File: config.mk
export PLATFORM = sky130hd
export DESIGN_NAME = aes_shiftrow_ser
export DESIGN_NICKNAME = d
export VERILOG_FILES = /design/src/rtl/aes_pkg.sv /design/src/rtl/aes_shiftrow_ser.sv
export SDC_FILE = /design/constraint.sdc
export NUM_CORES = 1
export LEC_CHECK = 0
export CAP_MARGIN = 20
export CORE_AREA = 2 2 152 154
export DETAILED_ROUTE_END_ITERATION = 10
export DIE_AREA = 0 0 154 156
export HOLD_SLACK_MARGIN = 0.06
export PLACE_DENSITY = 0.79
export REMOVE_ABC_BUFFERS = 1
export SETUP_SLACK_MARGIN = 0.2
export SLEW_MARGIN = 15
export SYNTH_ARGS = -nofsm -noshare
export SYNTH_HDL_FRONTEND = slang
export SYNTH_SLANG_ARGS = --single-unit
File: constraint.sdc
create_clock -name clk -period 4 [get_ports clk]
set_input_delay 0.6 -clock clk [delete_from_list [all_inputs] [get_ports clk]]
set_output_delay 0.6 -clock clk [all_outputs]
set_load 0.005 [all_outputs]
File: src/rtl/aes_pkg.sv
// Shared AES datapath types and the ShiftRows byte permutation tables.
// Tables give, for each output byte j, the input byte index it takes.
package aes_pkg;

    typedef logic [7:0]       aes_byte_t;
    typedef logic [127:0]     aes_state_t;
    typedef logic [15:0][3:0] aes_perm_t;

    // Entry j is the source index of output byte j; entry 0 is the rightmost literal.
    localparam aes_perm_t SHIFTROW_FWD_SRC = {
        4'd15, 4'd10, 4'd5,  4'd0,
        4'd11, 4'd6,  4'd1,  4'd12,
        4'd7,  4'd2,  4'd13, 4'd8,
        4'd3,  4'd14, 4'd9,  4'd4
    };

    localparam aes_perm_t SHIFTROW_INV_SRC = {
        4'd15, 4'd2,  4'd5,  4'd8,
        4'd11, 4'd14, 4'd1,  4'd4,
        4'd7,  4'd10, 4'd13, 4'd0,
        4'd3,  4'd6,  4'd9,  4'd12
    };

    // Invert a source table: the output position that input byte idx lands in.
    function automatic logic [3:0] perm_dst(input aes_perm_t src, input logic [3:0] idx);
        logic [3:0] dst;
        dst = 4'd0;
        for (int j = 0; j < 16; j++) begin
            if (src[j] == idx) begin
                dst = 4'(j);
            end
        end
        return dst;
    endfunction

endpackage

File: src/rtl/aes_shiftrow_ser.sv
// Byte-serial ShiftRows engine: bytes are scattered straight into their permuted
// slot of a ping-pong bank, and a completed bank is offered as one 128-bit word.
module aes_shiftrow_ser
    import aes_pkg::*;
#(
    parameter logic INV = 1'b0
) (
    input  logic         clk,
    input  logic         reset,
    input  logic         s_valid,
    output logic         s_ready,
    input  logic [7:0]   s_byte,
    input  logic         s_last,
    output logic         m_valid,
    input  logic         m_ready,
    output logic [127:0] m_data,
    output logic         err
);

    localparam aes_perm_t SRC = INV ? SHIFTROW_INV_SRC : SHIFTROW_FWD_SRC;

    aes_state_t bank_q [2];
    aes_state_t bank_d [2];
    logic [1:0] full_q, full_d;
    logic       wr_bank_q, wr_bank_d;
    logic       rd_bank_q, rd_bank_d;
    logic [3:0] cnt_q, cnt_d;
    logic       err_q, err_d;

    logic       s_fire;
    logic       m_fire;
    logic       at_end;
    logic [3:0] dst;

    // Handshake: a transfer happens on a rising clk edge where valid && ready;
    // valid/data are held until that edge, ready never depends on valid.
    assign s_ready = !full_q[wr_bank_q];
    assign m_valid = full_q[rd_bank_q];
    assign m_data  = bank_q[rd_bank_q];
    assign err     = err_q;

    assign s_fire = s_valid && s_ready;
    assign m_fire = m_valid && m_ready;
    assign at_end = (cnt_q == 4'd15);
    assign dst    = perm_dst(SRC, cnt_q);

    always_comb begin
        bank_d    = bank_q;
        full_d    = full_q;
        wr_bank_d = wr_bank_q;
        rd_bank_d = rd_bank_q;
        cnt_d     = cnt_q;
        err_d     = 1'b0;

        if (m_fire) begin
            full_d[rd_bank_q] = 1'b0;
            rd_bank_d         = !rd_bank_q;
        end

        // A fill can only target an empty bank, so it never collides with the pop above.
        if (s_fire) begin
            bank_d[wr_bank_q][{dst, 3'b000} +: 8] = s_byte;
            if (at_end && s_last) begin
                full_d[wr_bank_q] = 1'b1;
                wr_bank_d         = !wr_bank_q;
                cnt_d             = 4'd0;
            end else if (at_end || s_last) begin
                err_d = 1'b1;
                cnt_d = 4'd0;
            end else begin
                cnt_d = cnt_q + 4'd1;
            end
        end
    end

    always_ff @(posedge clk) begin
        if (reset) begin
            bank_q[0] <= '0;
            bank_q[1] <= '0;
            full_q    <= 2'b00;
            wr_bank_q <= 1'b0;
            rd_bank_q <= 1'b0;
            cnt_q     <= 4'd0;
            err_q     <= 1'b0;
        end else begin
            bank_q    <= bank_d;
            full_q    <= full_d;
            wr_bank_q <= wr_bank_d;
            rd_bank_q <= rd_bank_d;
            cnt_q     <= cnt_d;
            err_q     <= err_d;
        end
    end

endmodule

==> impl_metrics.ini <==
[floorplanning]
die_h_um = 156
fp.dieW_um = 154
initial_core_util_pct = 55.5
io_pins = 144
rows = 55
die_area_mm2 = 0.0240
coreArea_mm2 = 0.0224

[final_layout]
fin_nets = 1295
layout-drive-gt1-share_pct = 19.1
fillers = 1741
diodes = 0
area_delta_synth_final_pct = 20.7

[job]
maxCapViolCount = 0

[route]
drtPass1Iterations = 5
drt_iter0_markers = 449
drt-total-wl_um = 28200
via_per_inst = 5.60
via_count = 8825
drc_errors = 0
ant_nets = 0
avgRoutedWirePerCell_um = 17.9

[clocking]
cts_root_buf = clkbuf_16
clk_pin_slew_ps = 60
insertion_delay_ps = 550
cts_sinks = 265
cts-htree-levels = 1
numCtsBuffers = 28
clock_path_buffers = 3
cts_tree = yes

[global_routing]
grt_pass1_vias = 8609
antenna_found_initial = 0
overflow = 0
grt_max_degree = 79
grt.total_usage_pct = 23.2
grt_pass1_wl_um = 45800

[place]
place.gp.congestion = 0.921
numPortBuffers = 143
hpwlAfterDp_um = 17900

[power]
swShare_pct = 21.9
clkPwrFrac_pct = 46.0
seq_power_share_pct = 48.9
ir_worst_vdd_v = 0.000380
p_int_uw = 4240
combPwrFrac_pct = 5.0
power.density_mw_per_mm2 = 363
p_leak_uw = 0.00628
fin_total_pwr_uw = 5430
power.net_switching_uw = 1190

[yosys]
yosysMostFrequentCell = dfxtp_1
yosysWarnings = 0
yosysSeqAreaShare_pct = 42.8
synth.top_cell.area_share_pct = 42.8
syn_area_mm2 = 0.0124
synthTopCellsByArea = dfxtp_1 (43%), mux2i_1 (13%), mux2_2 (12%), nand2b_1 (8.1%), nand3b_1 (5.4%)
synthArstFlopShare_pct = 0
synth_cell_type_count = 66
synth-seq-cells = 265
syn_area_per_cell_um2 = 10.7
syn_inst = 1164
synth_edf_count = 0
synth_common_cells = dfxtp_1 (265), mux2i_1 (161), nand2b_1 (161), mux2_2 (129), nand3b_1 (90)
synthFlopType = dfxtp_1
synth_top_area_cell = dfxtp_1

[worst_hold_path]
holdCritStartpoint = bank_q[43]
whs_endpoint = bank_q[43]
hp-class = register to register
hold_depth = 2

[critical_path]
start_kind = register
slowest_delay_ps = 550
cp_data_arrival_time_ps = 3970
rr_endpoint = bank_q[133]
reg2reg_from = cnt_q[0]
reg2reg_slack_ps = 440
crit_chain = inv_1 -> ha_1 -> nor2b_1 -> o21ai_2 -> nand2_1 -> or2_2 -> ha_2 -> or4b_1 -> a211o_1 -> nor2_4 -> buf_12 -> mux2i_1 -> nor2_1
cp_max_fo = 8
cp.required_ps = 4400
cp_slowest_cell = or4b_1
path_class = register to register
reg2regPathDepth = 13
cp-end-kind = register

[sta]
setup_violations = 0
grt_setup_unrepaired = no
setup_tns_ps = 0
finalMaxSlewViolations = 0
fmax_mhz = 281
tightest_slew_ps = 774
timing.final.crit_share_pct = 89.0
fin_skew_ps = 23.3
slew_headroom_pct = 48.4
hold_violations = 0
period_minus_slack_ps = 3560

[run_status]
outcome = finished clean
## power by group through the flow
stage / clock (uW) / sequential, uW / combinational [uW]
floorplan: 0 / 2710 / 139
global placement: 0 / 2710 / 260
detailed placement: 0 / 2710 / 262
CTS: 2540 / 2660 / 265
global route: 2660 / 2660 / 290
finish: 2500 / 2660 / 273
## cell type report
cell class | instances | area, um^2 | area share [%]
clock inverters | 4 | 31.3 | 0.209
repair buffers | 167 | 1680 | 11.2
clock buffers | 43 | 867 | 5.79
flip-flops and latches | 265 | 5310 | 35.5
well taps | 285 | 357 | 2.38
multi-input cells | 807 | 6710 | 44.8
inverters | 6 | 22.5 | 0.150
## repair_timing
action	4_1_cts	5_1_grt
buffers inserted	2	3
pin swaps	2	1
gates resized for setup	0	4
setup endpoints to repair	10	177
hold buffers	0	0
## cell usage in the layout (no fill, tap or decap), types with 3 or more instances in the layout
| cell type | netlist | final |
|---|---|---|
| dfxtp_1 | 265 | 264 |
| mux2i_1 | 161 | 161 |
| nand2b_1 | 161 | 161 |
| clkdlybuf4s50_1 | 0 | 142 |
| mux2_2 | 129 | 129 |
| nand3b_1 | 90 | 90 |
| o21ai_1 | 44 | 44 |
| o21ai_0 | 38 | 38 |
| nor2_1 | 28 | 28 |
| clkbuf_16 | 0 | 28 |
| nand2_1 | 23 | 23 |
| buf_4 | 3 | 19 |
| a22o_1 | 16 | 16 |
| nand3_4 | 12 | 12 |
| and2_1 | 11 | 11 |
| clkbuf_8 | 0 | 11 |
| nand4_2 | 9 | 9 |
| a21oi_1 | 7 | 7 |
| nor3_1 | 6 | 6 |
| inv_1 | 5 | 5 |
| ha_1 | 7 | 5 |
| buf_12 | 0 | 5 |
| nor2b_1 | 4 | 4 |
| clkbuf_1 | 60 | 4 |
| nand4_4 | 3 | 3 |
| and3_1 | 3 | 3 |
| nand3_2 | 3 | 3 |
| clkinv_2 | 0 | 3 |
## state kept, by name, summed over array words and instances, names as in the netlist
signal     cells
err            1
full_q         2
bank_q       256
wr_bank_q      1
cnt_q          4
rd_bank_q      1
## critical path: cells and delay by family (launching register included)
kind	cells	cell delay [ps]
AOI/OAI and AO/OA	2	640
adders and majority gates	2	580
buffers and inverters	2	240
DFF	1	360
muxes	1	200
and+or+nand+nor	6	1400
## per-layer routing
layer | wire [um] | track usage, % | vias up
li1 | - | - | 4317
met2 | 12900 | 37.0 | 218
met3 | 1310 | 3.47 | 47
met4 | 576 | 6.10 | 0
met5 | 0 | 0 | -
met1 | 13400 | 33.0 | 4243
## per-stage QoR
step                      instance area [um^2]  hold WS (ps)  utilization (%)  worst slack [ps]  std cells
after CTS                                14900           476             66.7               237       1573
final                                    15000           471             66.9               438       1577
after floorplan                          12000           443                -              -296       1078
after global placement                   14000           456             62.5               268       1524
after global routing                     15000           486             66.9               227       1577
after detailed placement                 14000           459             62.5               173       1524
## logic make-up after synthesis
| group | Yosys count | share of synthesized area (%) |
|---|---|---|
| simple gates | 377 | 21.3 |
| mux | 290 | 24.7 |
| flops | 265 | 42.8 |
| compound gates | 131 | 7.06 |
| buf+inv | 92 | 3.27 |
| fa+ha+maj | 7 | 0.706 |
| xor+xnor | 2 | 0.141 |
## how the worst max path moves through the flow
stage | start | to | slack (ps) | cells after the start
6_report | cnt_q[0] | bank_q[133] | 440 | 13
5_1_grt | cnt_q[0] | bank_q[135] | 230 | 13
4_1_cts | cnt_q[0] | bank_q[68] | 240 | 11
3_5_place_dp | cnt_q[0] | bank_q[2] | 170 | 12
3_3_place_gp | cnt_q[0] | bank_q[3] | 270 | 12
2_1_floorplan | rd_bank_q | m_data[0] | -300 | 1
No activity file was read; power rests on OpenSTA's default activity.
